**src/rtl/uart_tx_serializer.sv**
```systemverilog
// uart_tx_serializer: frames FIFO words as start/data/parity/stop and drives the UART TX line
// Bit timing comes from an external oversampling tick; the frame config is latched once per word.
module uart_tx_serializer #(
   parameter int OVERSAMPLE = 16
) (
   input  logic       clk_i,
   input  logic       rst_i,
   input  logic       ov_baud_tick_i,
   input  logic       tx_enable_i,
   input  logic       fifo_empty_i,
   input  logic [7:0] fifo_data_i,
   output logic       fifo_read_o,
   input  logic [1:0] data_width_i,
   input  logic [1:0] stop_bits_i,
   input  logic [1:0] parity_mode_i,
   output logic       tx_o,
   output logic       busy_o,
   output logic       tx_done_o
);
   localparam int CW = $clog2(2 * OVERSAMPLE);
   typedef enum logic [2:0] {IDLE, START, DATA, PARITY, STOP} state_t;
   state_t        state;
   logic [CW-1:0] cnt, last_tick;
   logic [2:0]    bit_idx, last_bit;
   logic [7:0]    data;
   logic [1:0]    dw, sb, pm;
   logic          bit_end, par_bit;
   assign busy_o = state != IDLE;
   // The pop is held off during the done cycle so back-to-back pops land one clk after tx_done_o.
   assign fifo_read_o = state == IDLE && !rst_i && !tx_done_o && tx_enable_i && !fifo_empty_i;
   always_comb begin
      last_tick = state != STOP ? CW'(OVERSAMPLE - 1) :
                  sb == 2'b01   ? CW'(3 * OVERSAMPLE / 2 - 1) :
                  sb == 2'b11   ? CW'(2 * OVERSAMPLE - 1) : CW'(OVERSAMPLE - 1);
      bit_end   = ov_baud_tick_i && cnt == last_tick;
      last_bit  = 3'd4 + {1'b0, dw};
      par_bit   = ^(data & (8'hFF >> (2'd3 - dw))) ^ pm[1];
   end
   always_ff @(posedge clk_i) begin
      if (rst_i) begin
         state     <= IDLE;
         tx_o      <= 1'b1;
         tx_done_o <= 1'b0;
         cnt       <= '0;
         bit_idx   <= '0;
         data      <= '0;
         dw        <= '0;
         sb        <= '0;
         pm        <= '0;
      end else begin
         tx_done_o <= 1'b0;
         cnt       <= (bit_end || state == IDLE) ? '0 : cnt + CW'(ov_baud_tick_i);
         case (state)
            IDLE: if (fifo_read_o) begin
               data  <= fifo_data_i;
               dw    <= data_width_i;
               sb    <= stop_bits_i;
               pm    <= parity_mode_i;
               state <= START;
               tx_o  <= 1'b0;
            end
            START: if (bit_end) begin
               state   <= DATA;
               bit_idx <= '0;
               tx_o    <= data[0];
            end
            DATA: if (bit_end) begin
               if (bit_idx == last_bit) begin
                  state <= pm[0] ? PARITY : STOP;
                  tx_o  <= pm[0] ? par_bit : 1'b1;
               end else begin
                  bit_idx <= bit_idx + 3'd1;
                  tx_o    <= data[bit_idx + 3'd1];
               end
            end
            PARITY: if (bit_end) begin
               state <= STOP;
               tx_o  <= 1'b1;
            end
            STOP: if (bit_end) begin
               state     <= IDLE;
               tx_done_o <= 1'b1;
            end
            default: state <= IDLE;
         endcase
      end
   end
endmodule

```
**config.mk**
```make
export PLATFORM = sky130hd
export DESIGN_NAME = uart_tx_serializer
export DESIGN_NICKNAME = d
export VERILOG_FILES = /design/src/rtl/uart_tx_serializer.sv
export SDC_FILE = /design/constraint.sdc
export NUM_CORES = 1
export LEC_CHECK = 0
export BUFFER_PORTS_ARGS = -buffer_cell sky130_fd_sc_hd__buf_2
export CELL_PAD_IN_SITES_DETAIL_PLACEMENT = 0
export CELL_PAD_IN_SITES_GLOBAL_PLACEMENT = 2
export CORE_UTILIZATION = 34
export CTS_BUF_LIST = sky130_fd_sc_hd__clkbuf_2
export CTS_CLUSTER_SIZE = 30
export DETAILED_ROUTE_END_ITERATION = 7
export PLACE_DENSITY = 0.89
export SYNTH_ARGS = -nofsm -noshare
export SYNTH_HDL_FRONTEND = slang
export SYNTH_SLANG_ARGS = --single-unit
```
**constraint.sdc**
```tcl
create_clock -name clk_i -period 2.6 [get_ports clk_i]
set_clock_uncertainty 0.05 [all_clocks]
set_input_delay 0.39 -clock clk_i [delete_from_list [all_inputs] [get_ports clk_i]]
set_output_delay 0.39 -clock clk_i [all_outputs]
set_load 0.02 [all_outputs]
```
# Word level (Yosys, flattened, before mapping)
# Cells that the tools add are included.
word_totals:
  output_inout_bits: 4
  reg_bits: 27
  in_bits: 19
op_classes:
  n_addsub: 4
  eq_ne: 16
  n_mux: 24
  n_reduce_logical: 20
  n_lt_le_gt_ge: 1
  n_shift: 1
  bitwise_logic: 3
op_table:
  columns: ["op", "count"]
  rows:
  - ["two-way mux 3 bit", 9]
  - ["two-way mux 5 bit", 3]
  - ["case mux 3 bit (5 select lines)", 1]
  - ["inequality test 2 bit (second input constant)", 7]
  - ["bitwise AND 8 bit", 1]
  - ["two-way mux 1 bit", 8]
  - ["parity 8 bit", 1]
  - [">> shifter 8 x 2 -> 8 bit (first input constant)", 1]
  - ["== test 3 x 2 -> 1 bit (second input constant)", 2]
  - ["case mux 3 bit (2 select lines)", 1]
  - ["AND reduction 6 bit", 1]
  - ["adder 5 x 1 -> 5 bit", 1]
  - ["== test 5 bit", 1]
  - ["logical AND 1 bit", 5]
  - ["AND reduction 5 bit", 1]
  - ["< comparator 3 x 4 -> 1 bit (second input constant)", 1]
  - ["case mux 1 bit (4 select lines)", 1]
  - ["AND reduction 4 bit", 1]
  - ["nonzero test 4 bit", 1]
  - ["OR reduction 2 bit", 2]
  - ["adder 3 x 1 -> 3 bit (second input constant)", 1]
  - ["adder 3 x 2 -> 3 bit (first input constant)", 1]
  - ["binary-select mux 1 bit (select 3 bit)", 1]
  - ["== test 3 x 1 -> 1 bit (second input constant)", 1]
  - ["14 further kinds", 16]

# Longest topological paths before layout
# Gate-level depths: netlist of the first run.
logic_depth:
  depth_word: 9
  depth_mapped: 7
  depth_no_buf: 5

# Worst setup path before layout of the first run
# Ideal clock, no wire load.
synth_path:
  path_kind: "register to register"
  start: "reg bit_idx[0]"
  end: "reg tx_o"
  required_time_ps: 2430
  path_slack_ps: 736
  t_arrival_ps: 1695
  path_stages_with_launch: 6
  synth_period_minus_slack_ps: 1864
  setup_time_ps: 120
  path_cell_list: "dfxtp_1 -> ha_1 -> mux4_1 -> mux2i_1 -> a21oi_1 -> a211o_1"
synth_via:
  elab_chain_len: 6
  elab_cells_between_ends: 7
synth_rtl:
  columns: ["item", "line", "source"]
  rows:
  - ["start, declared", "24", "logic [2:0] bit_idx, last_bit;"]
  - ["start signal, assigned", "72", "bit_idx <= bit_idx + 3'd1;"]
  - ["adder 3 x 1 -> 3 bit", "73", "tx_o <= data[bit_idx + 3'd1];"]
  - ["binary-select mux 1 bit (select 3 bit)", "73", null]
  - ["two-way mux 1 bit (not written as such)", "73", null]
  - ["two-way mux 1 bit *", "68", "if (bit_idx == last_bit) begin"]
  - ["two-way mux 1 bit *", "67", "DATA: if (bit_end) begin"]
  - ["case mux 1 bit (4 select lines) *", "53", "case (state)"]
  - ["end signal, assigned", "65", "tx_o <= data[0];"]
  - ["end signal, assigned", "70", "tx_o <= pm[0] ? par_bit : 1'b1;"]
  - ["end signal, assigned", "73", null]
  - ["end, declared", "16", "output logic tx_o,"]
# Every way passes the cells marked *; elsewhere a longest branch is shown, timed or not. The select of a mux whose other input is x is not followed.
# A chain may end at the register's enable or synchronous reset.

# Final worst setup path of the first run
layout_path:
  start: "reg state[2]"
  end: "out fifo_read_o"
layout_via:
  elab_chain_len: 5
layout_rtl:
  columns: ["item", "line", "source"]
  rows:
  - ["start, declared", "22", "state_t state;"]
  - ["start signal, assigned", "69", "state <= pm[0] ? PARITY : STOP;"]
  - ["logical NOT 3 bit", "30", "assign fifo_read_o = state == IDLE && !rst_i && !tx_done_o && tx_enable_i && !fifo_empty_i;"]
  - ["logical AND 1 bit (4 in series)", "30", null]
  - ["end, declared", "12", "output logic fifo_read_o,"]
# Every way passes these cells.

==> results of run 1 <==
==> state kept, by name, summed over array words and instances, names as in the netlist <==
| name | count |
|---|---|
| pm | 2 |
| data | 8 |
| tx_o | 1 |
| dw | 2 |
| cnt | 5 |
| state | 3 |
| sb | 2 |
| tx_done_o | 1 |
| bit_idx | 3 |
==> worst max-delay path by stage <==
stage,from,end,depth (start not counted)
5_1_grt,tx_done_o,fifo_read_o,4
3_5_place_dp,rst_i,fifo_read_o,5
2_1_floorplan,bit_idx[0],tx_o,5
3_3_place_gp,rst_i,fifo_read_o,5
6_report,state[2],fifo_read_o,4
4_1_cts,tx_done_o,fifo_read_o,4
==> where the power goes <==
| group | leakage, nW | internal [W] | switching, W |
|---|---|---|---|
| Clock | 0.0166 | 0.0000406 | 0.000122 |
| Sequential | 0.219 | 0.000425 | 0.0000114 |
| Combinational | 0.387 | 0.0000410 | 0.0000415 |
==> stage by stage <==
step	util	instance area, µm²
after floorplan	-	1400
after global placement	0.412	1560
after detailed placement	0.412	1560
after CTS	0.417	1580
after global routing	0.417	1580
final	0.417	1580
==> synth_stat cells (2+ instances only) <==
cell       n  area share
a21boi_0   2       0.011
a21oi_1   18       0.064
and2_1     2      0.0090
buf_2      2      0.0072
clkbuf_1   3      0.0081
dfxtp_1   27        0.39
ha_1       3       0.027
inv_1      7       0.019
mux2i_1    2       0.014
nand2_1   32       0.086
nand2b_1   4       0.018
nand3_1    6       0.021
nor2_1    11       0.030
nor3_1     2      0.0072
o21ai_0    5       0.018
or3_1      2      0.0090
xnor2_1    6       0.038
xor2_1     4       0.025
==> tightest hold or removal path: stages <==
cell and delay [ns]:
buf_2 0.09, nand2_1 0.04, a21oi_1 0.05
==> cells in the final DEF, fill, tap and decap left out, types with 2 or more instances in the layout <==
master | netlist | routed
dfxtp_1 | 27 | 27
o21ai_0 | 5 | 5
a21boi_0 | 2 | 2
a21oi_1 | 18 | 18
nand2b_1 | 4 | 4
buf_4 | 0 | 3
xnor2_1 | 6 | 6
nor2_1 | 11 | 11
inv_1 | 7 | 7
or3_1 | 2 | 2
mux2i_1 | 2 | 2
xor2_1 | 4 | 4
ha_1 | 3 | 3
nand3_1 | 6 | 6
nand2_1 | 32 | 32
clkbuf_2 | 1 | 4
and2_1 | 2 | 2
buf_2 | 2 | 22
nor3_1 | 2 | 2
==> metal layers <==
| layer | wire length [µm] | vias to the layer above | GRT usage |
|---|---|---|---|
| met1 | 1430 | 557 | 0.204 |
| met2 | 1430 | 23 | 0.251 |
| li1 | - | 615 | - |
| met4 | 19 | 0 | 0.0399 |
| met5 | 0 | - | 0 |
| met3 | 110 | 2 | 0.0276 |
==> final cells by class <==
class | instances | area share
repair buffers | 25 | 0.0837
multi-input cells | 125 | 0.508
inverters | 7 | 0.0166
flip-flops and latches | 27 | 0.341
clock buffers | 4 | 0.0126
well taps | 48 | 0.0379
==> kinds of logic (layout without fill, tap and decap cells) <==
family	count (synthesis)	in the layout	synth area share
adder cells (fa/ha/maj)	3	3	0.0269
multiplexers	5	5	0.0573
flip-flops	27	27	0.387
buffers and inverters	13	36	0.0376
XOR/XNOR	12	12	0.0904
AND/OR/NAND/NOR	69	69	0.243
AO/OA/AOI/OAI	36	36	0.158
==> qor.csv, run 1 <==
metric,value,unit
crit path max fanout,8,
Chip Width,66.1,µm
GRT Util Overall,0.153,
num rows,22,
routed wire length,2990,µm
Yosys reg bits,27,
Post-Syn Area,1400,µm²
routability-driven placement congestion ratio,0.802,
Fin Setup TNS,0,ns
deepest level of the CTS H-tree,1,
final critical-path share of the clock period,0.835,
area of the core,3800,µm²
leak pwr,0.622,nW
share of cells above drive strength 1,0.202,
dpl hpwl,2310,µm
Buffers on Ports,22,
Area Overhead vs Synth,13.3,%
number of buffers created by CTS,3,
reg2reg start,bit_idx[0],
gr ovfl total,0,
vias in the first global route,1111,
"Async S/R FF share, synth",0,
clock sinks,27,
Fill cells,409,
via count of the routed design,1197,
total power draw,0.000682,W
CP max stage cell,dfxtp_1,
"Critical Path, Cell by Cell",nor3_1 > nand2_1 > inv_1 > buf_2,
minimum clock period after layout,2.17,ns
drt wl/cell,12.7,µm
post-synth cell types,45,
DR iter-0 viols,52,
Max rail drop VDD,163,µV
Residual DRC,0,
Hold Crit Start,parity_mode_i[1],
worst skew pair latency,0.35,ns
Worst setup SP type,flip-flop,
hold slack,0.176,ns
Clock Pin Slew Worst Setup and Hold Paths,0.26,ns
first-pass GRT wire length,5100,µm
worst reg2reg path endpoint,tx_o,
Crit. End Element,output pin,
dpl cells,232,
die area,4370,µm²
Synth Area per Inst,8.47,µm²
Resized cells post-CTS,0,
setup ws final,0.430,ns
initial antenna violation count,0,
number of synthesized flops with an enable pin,0,
Post-Syn Instances,165,
Max stage delay on crit path,0.44,ns
Nets,211,
Crit Path Class,flip-flop to output pin,
Worst path top cell family by delay,simple AND/OR/NAND/NOR gates,
worst-margin pin slew,0.423,ns
R2R setup slack,0.63,ns
largest net degree at the start of global routing,23,
headroom to the max-slew limit,0.714,
synth warn,0,
status,"finished, final reports clean",
Hold Crit Depth,3,
unrepaired setup endpoints after global routing,false,
fin. max-slew vios,0,
post-CTS setup buffers,0,
Final ANT Viol Nets,0,
vias per cell,5.07,
Post-synth top flop,dfxtp_1,
post-synthesis sequential area ratio,0.387,
DR pass1 iterations,4,
Top-Level Pins,23,
Min-Delay Path Class,input port to flip-flop,
pre-CTS setup slack,0.639,ns
hold buffers post-CTS,0,
Max-Cap Viols,0,
Ant. Diodes,0,
multi-input logic area,805,µm²
CTS tree,done,
final setup fails,0,
CTS root buf,clkbuf_2,
Worst Path Arrival,1.73,ns
Hold Path Sink,pm[1],
Seq. cell area,541,µm²
fmax,461,MHz
final hold violations,0,
worst reg2reg path depth,5,
PD cells,431,nW/µm²
die height,66.1,µm
Starting Density,0.368,
CTS Buffer Depth,2,
syn nets,187,
Required @ worst endpoint,2.16,ns
Layout Cells excl Fill,236,
Worst Path Buf+Inv,2,
No activity file was read; power rests on OpenSTA's default activity.
==> inputs of run 2 (changes only) <==
- clock period: 2.6 -> 2.1 ns (I/O delays scaled with it)
==> run 2 against run 1 <==
Effect of this change:
- combinational power rose by 22%
- critical endpoint is now tx_o
- flip-flop and latch count did not move
- highest routed layer unchanged
- clock-buffer cell count fell by 1
- cell area rose by 1.3%
- sequential share of layout area fell by 0.45 points
- largest power group unchanged
==> qor.csv, run 2 (synthesis gave the netlist of run 1 again) <==
metric,value,unit
PD cells,525,nW/µm²
share of cells above drive strength 1,0.217,
unrepaired setup endpoints after global routing,false,
minimum clock period after layout,2.00,ns
"commonest non-fill, non-tap cells in the layout","nand2_1 (32), dfxtp_1 (27), buf_2 (22)",
GRT Util Overall,0.151,
Min-Delay Path Class,input port to flip-flop,
"Core Util, Final",0.423,
CTS Buffer Depth,2,
Worst setup SP type,flip-flop,
Starting Density,0.368,
clock sinks,27,
crit path max fanout,6,
vias per cell,5.00,
Fin Setup TNS,0,ns
DR pass1 iterations,4,
die area,4370,µm²
total power draw,0.000843,W
Hold Crit Depth,3,
post-CTS setup buffers,0,
area of the core,3800,µm²
Nets,212,
num rows,22,
final critical-path share of the clock period,0.954,
Ant. Diodes,0,
Crit Path Class,flip-flop to flip-flop,
drt wl/cell,12.1,µm
dpl hpwl,2240,µm
deepest level of the CTS H-tree,1,
max FFs per register,8,
Buffers on Ports,22,
worst-margin pin slew,0.316,ns
Resized cells post-CTS,0,
sequential power share,0.641,
Clk pwr share,0.239,
final setup fails,0,
initial antenna violation count,0,
Max-Cap Viols,0,
fmax,499,MHz
Residual DRC,0,
CTS tree,done,
final hold violations,0,
gr ovfl total,0,
largest net degree at the start of global routing,23,
worst skew pair latency,0.36,ns
hold buffers post-CTS,0,
Area Overhead vs Synth,14.9,%
vias in the first global route,1192,
Int Power,0.000622,W
number of buffers created by CTS,3,
CTS root buf,clkbuf_2,
Clock Pin Slew Worst Setup and Hold Paths,0.26,ns
die height,66.1,µm
headroom to the max-slew limit,0.789,
Top-Level Pins,23,
first-pass GRT wire length,5090,µm
Final ANT Viol Nets,0,
NetSw,0.000221,W
worst reg2reg path depth,5,
routed wire length,2870,µm
hold slack,0.0954,ns
routability-driven placement congestion ratio,0.818,
Sw Share,0.262,
DR iter-0 viols,52,
Fill cells,408,
Top reg by flops,data,
via count of the routed design,1184,
Max rail drop VDD,228,µV
largest registers,"data x8, cnt x5",
Chip Width,66.1,µm
combinational fraction of design power,0.120,
Crit. End Element,flip-flop,
R2R setup slack,0.1,ns
leak pwr,0.626,nW
fin. max-slew vios,0,
Required @ worst endpoint,2.33,ns
"most common cell after layout, fill and taps aside",nand2_1,
Worst Path Arrival,2.24,ns
status,"finished, final reports clean",
[run 2: changes by cell type in the layout (fill, tap and decap cells not counted), sizes merged]
cell | previous run | this run
buf | 25 | 26
clkbuf | 4 | 3
clkinvlp | 0 | 1
[run 2: area by class of cell]
type                            count  area (µm²)  area share
Multi-Input combinational cell    125         816       0.508
Sequential cell                    27         541       0.337
Timing Repair Buffer               26         140      0.0873
Tap cell                           48        60.1      0.0374
Inverter                            7        26.3      0.0164
Clock buffer                        3        15.0     0.00935
Clock inverter                      1        7.51     0.00468
[run 2: layer usage]
layer | vias up | GRT usage | part of all wire
met5 | - | 0 | 0
met2 | 21 | 0.245 | 0.47
met3 | 3 | 0.0276 | 0.032
li1 | 619 | - | -
met1 | 541 | 0.203 | 0.49
met4 | 0 | 0.0399 | 0.0059
[run 2: power groups by stage]
stage	logic, W	clock network, W	registers (W)
floorplan	0.0000653	0	0.000547
global placement	0.0000993	0	0.000550
detailed placement	0.000101	0	0.000550
CTS	0.000102	0.000212	0.000540
global route	0.000115	0.000236	0.000543
finish	0.000101	0.000201	0.000540
[run 2: worst max-delay path, cell delays in order, from the launching register on]
cell	delay [ns]
dfxtp_1	0.43
ha_1	0.38
mux4_1	0.57
mux2i_1	0.15
a21oi_1	0.08
a211o_1	0.28
[run 2: metrics by stage]
stage	std cells	worst slack, ns	cell area, µm²
after floorplan	165	0.236	1400
after global placement	233	0.187	1570
final	237	0.0972	1610
after global routing	237	0.00616	1610
after detailed placement	233	0.107	1570
after CTS	237	0.0284	1590
[run 2: path summary, 6_finish.rpt]
path	from	endpoint
min reg2reg	pm[1]	pm[1]
max	bit_idx[0]	tx_o
max reg2reg	bit_idx[0]	tx_o
min	parity_mode_i[1]	pm[1]
==> inputs of run 3 (changes only) <==
- ABC_AREA: not set -> 1
- CORE_UTILIZATION: 34 -> 32
- PLACE_DENSITY: 0.89 -> 0.9
==> run 3 against run 2 <==
Effect of this change:
- worst setup slack improved by 0.056 ns
- synthesized cell count increased by 35%
- register-to-register slack better by 0.28 ns
- worst hold slack worse by 0.037 ns
- cell count increased by 25%
- die area rose by 14%
- sequential power is 24% higher
- fmax rose by 2.9%
- power rose by 78%
- via count rose by 14%
- routed wire length is 14% higher
- largest cell class unchanged
==> qor.csv, run 3 <==
metric,value,unit
max FFs per register,8,
Sw Share,0.436,
Post-Syn Instances,222,
routability-driven placement congestion ratio,0.825,
initial antenna violation count,0,
Crit. End Element,output pin,
Residual DRC,0,
Hold Crit Start,rst_i,
post-synth cell types,31,
worst skew pair latency,0.36,ns
Post-Syn Area,1510,µm²
CTS tree,done,
Synth top cells by count,"nand2_1 (44), nor2_1 (36), dfxtp_1 (27)",
dpl cells,293,
Post-synth top flop,dfxtp_1,
Crit Path Class,flip-flop to output pin,
clock sinks,27,
Top reg by flops,data,
fin. max-slew vios,0,
Worst Path Buf+Inv,1,
pre-CTS setup slack,0.400,ns
Max stage delay on crit path,0.42,ns
"commonest non-fill, non-tap cells in the layout","nand2_1 (44), nor2_1 (36), dfxtp_1 (26)",
Hold Path Sink,tx_done_o,
synth warn,0,
status,"finished, final reports clean",
final setup fails,0,
dpl hpwl,2480,µm
"most common cell after layout, fill and taps aside",nand2_1,
die height,70.7,µm
minimum clock period after layout,1.95,ns
Int Power,0.000846,W
Synth Area per Inst,6.81,µm²
"Async S/R FF share, synth",0,
via count of the routed design,1351,
DR pass1 iterations,4,
Worst path most repeated cell,nor2_4,
PD cells,884,nW/µm²
vias in the first global route,1321,
top-area cell type share of the netlist area,0.358,
leak pwr,0.748,nW
deepest level of the CTS H-tree,1,
Fill cells,493,
Max-Cap Viols,0,
NetSw,0.000654,W
GRT Util Overall,0.150,
Hold Crit Depth,2,
share of cells above drive strength 1,0.196,
routed wire length,3270,µm
crit path max fanout,8,
Min-Delay Path Class,input port to flip-flop,
unrepaired setup endpoints after global routing,false,
hold buffers post-CTS,0,
worst reg2reg path depth,8,
Nets,268,
reg2reg start,bit_idx[0],
R2R setup slack,0.38,ns
Clock Pin Slew Worst Setup and Hold Paths,0.25,ns
combinational fraction of design power,0.414,
largest net degree at the start of global routing,25,
Max rail drop VDD,389,µV
Worst path top cell family by delay,simple AND/OR/NAND/NOR gates,
final critical-path share of the clock period,0.927,
"count leader, synth",nand2_1,
Worst Path Arrival,1.58,ns
CTS root buf,clkbuf_2,
Buffers on Ports,22,
Synth area leaders,"dfxtp_1 (36%), nand2_1 (11%), nor2_1 (8.9%)",
area of the core,4440,µm²
Required @ worst endpoint,1.74,ns
fmax,514,MHz
number of buffers created by CTS,3,
Area Overhead vs Synth,12.3,%
sequential power share,0.447,
Top-Level Pins,23,
die area,5000,µm²
syn nets,244,
post-synthesis sequential area ratio,0.358,
setup ws final,0.153,ns
first-pass GRT wire length,6000,µm
Synth area leader,dfxtp_1,
largest registers,"data x8, cnt x5",
vias per cell,4.55,
Ant. Diodes,0,
drt wl/cell,11.0,µm
CTS Buffer Depth,2,
Final ANT Viol Nets,0,
Chip Width,70.7,µm
worst-margin pin slew,0.363,ns
headroom to the max-slew limit,0.758,
Starting Density,0.340,
CP max stage cell,dfxtp_2,
worst reg2reg path endpoint,state[1],
Layout Cells excl Fill,297,
DR iter-0 viols,106,
final hold violations,0,
Worst setup SP type,flip-flop,
Fin Setup TNS,0,ns
"Critical Path, Cell by Cell",nor2_4 > nand2_2 > nor2_4 > buf_2,
Yosys reg bits,27,
gr ovfl total,0,
num rows,24,
number of synthesized flops with an enable pin,0,
Clk pwr share,0.140,
[run 3: cell count changes after synthesis, moves of 4 or more]
cell	previous run	this run
nor2_1	11	36
inv_1	7	21
o21ai_0	5	18
nand2_1	32	44
o21ai_1	1	9
nand3_1	6	13
a21oi_1	18	13
nand2_2	0	5
inv_2	0	4
nand2b_1	4	0
xnor2_1	6	2
[run 3: worst max-delay path by stage]
stage | from | to | slack (ns) | cells after the start
finish | state[0] | fifo_read_o | 0.15 | 4
global route | state[0] | fifo_read_o | 0.02 | 4
floorplan | state[0] | data[1] | 0.56 | 7
detailed placement | bit_idx[0] | state[1] | 0.40 | 8
global placement | bit_idx[0] | state[1] | 0.34 | 8
CTS | state[0] | fifo_read_o | 0.08 | 4
[run 3: what timing repair did]
action                                 4_1_cts  5_1_grt
resized for setup                            0        1
buffers inserted                             0        0
setup endpoints to repair                    0        1
endpoints found under the hold margin        0        0
[run 3: cell families after synthesis]
family / Yosys count / share of synthesized area
AND/OR/NAND/NOR: 114 / 0.356
AO/OA/AOI/OAI: 46 / 0.170
buffers and inverters: 29 / 0.0745
flip-flops: 27 / 0.358
XOR/XNOR: 3 / 0.0174
adder cells (fa/ha/maj): 3 / 0.0248
[run 3: per-layer routing]
layer / part of all wire / vias up / wire length [µm] / GRT usage
met2: 0.43 / 21 / 1390 / 0.228
met1: 0.53 / 564 / 1740 / 0.214
met4: 0.012 / 0 / 38 / 0.0622
li1: - / 762 / - / -
met5: 0 / - / 0 / 0
met3: 0.031 / 4 / 100 / 0.0228
[run 3: stage by stage]
stage	utilization	total power (W)	hold WS (ns)	area [µm²]
6_report	0.382	0.00150	0.0586	1700
5_1_grt	0.382	0.00165	0.00234	1700
4_1_cts	0.381	0.00151	0.0456	1700
3_5_place_dp	0.377	0.00130	0.437	1680
3_3_place_gp	0.377	0.00131	0.433	1680
2_1_floorplan	-	0.00115	0.344	1510
[run 3: power by group through the flow]
stage	Combinational, W	Sequential [W]	Clock, W
floorplan	0.000494	0.000660	0
global placement	0.000636	0.000676	0
detailed placement	0.000626	0.000678	0
CTS	0.000628	0.000667	0.000217
global route	0.000719	0.000685	0.000247
finish	0.000620	0.000670	0.000209
[run 3: area by class of cell]
cell class	instances	area (µm²)	area share
Inverter	25	93.8	0.0553
Tap cell	52	65.1	0.0383
Multi-Input combinational cell	166	858	0.506
Timing Repair Buffer	23	118	0.0693
Sequential cell	27	542	0.319
Clock buffer	4	20.0	0.0118
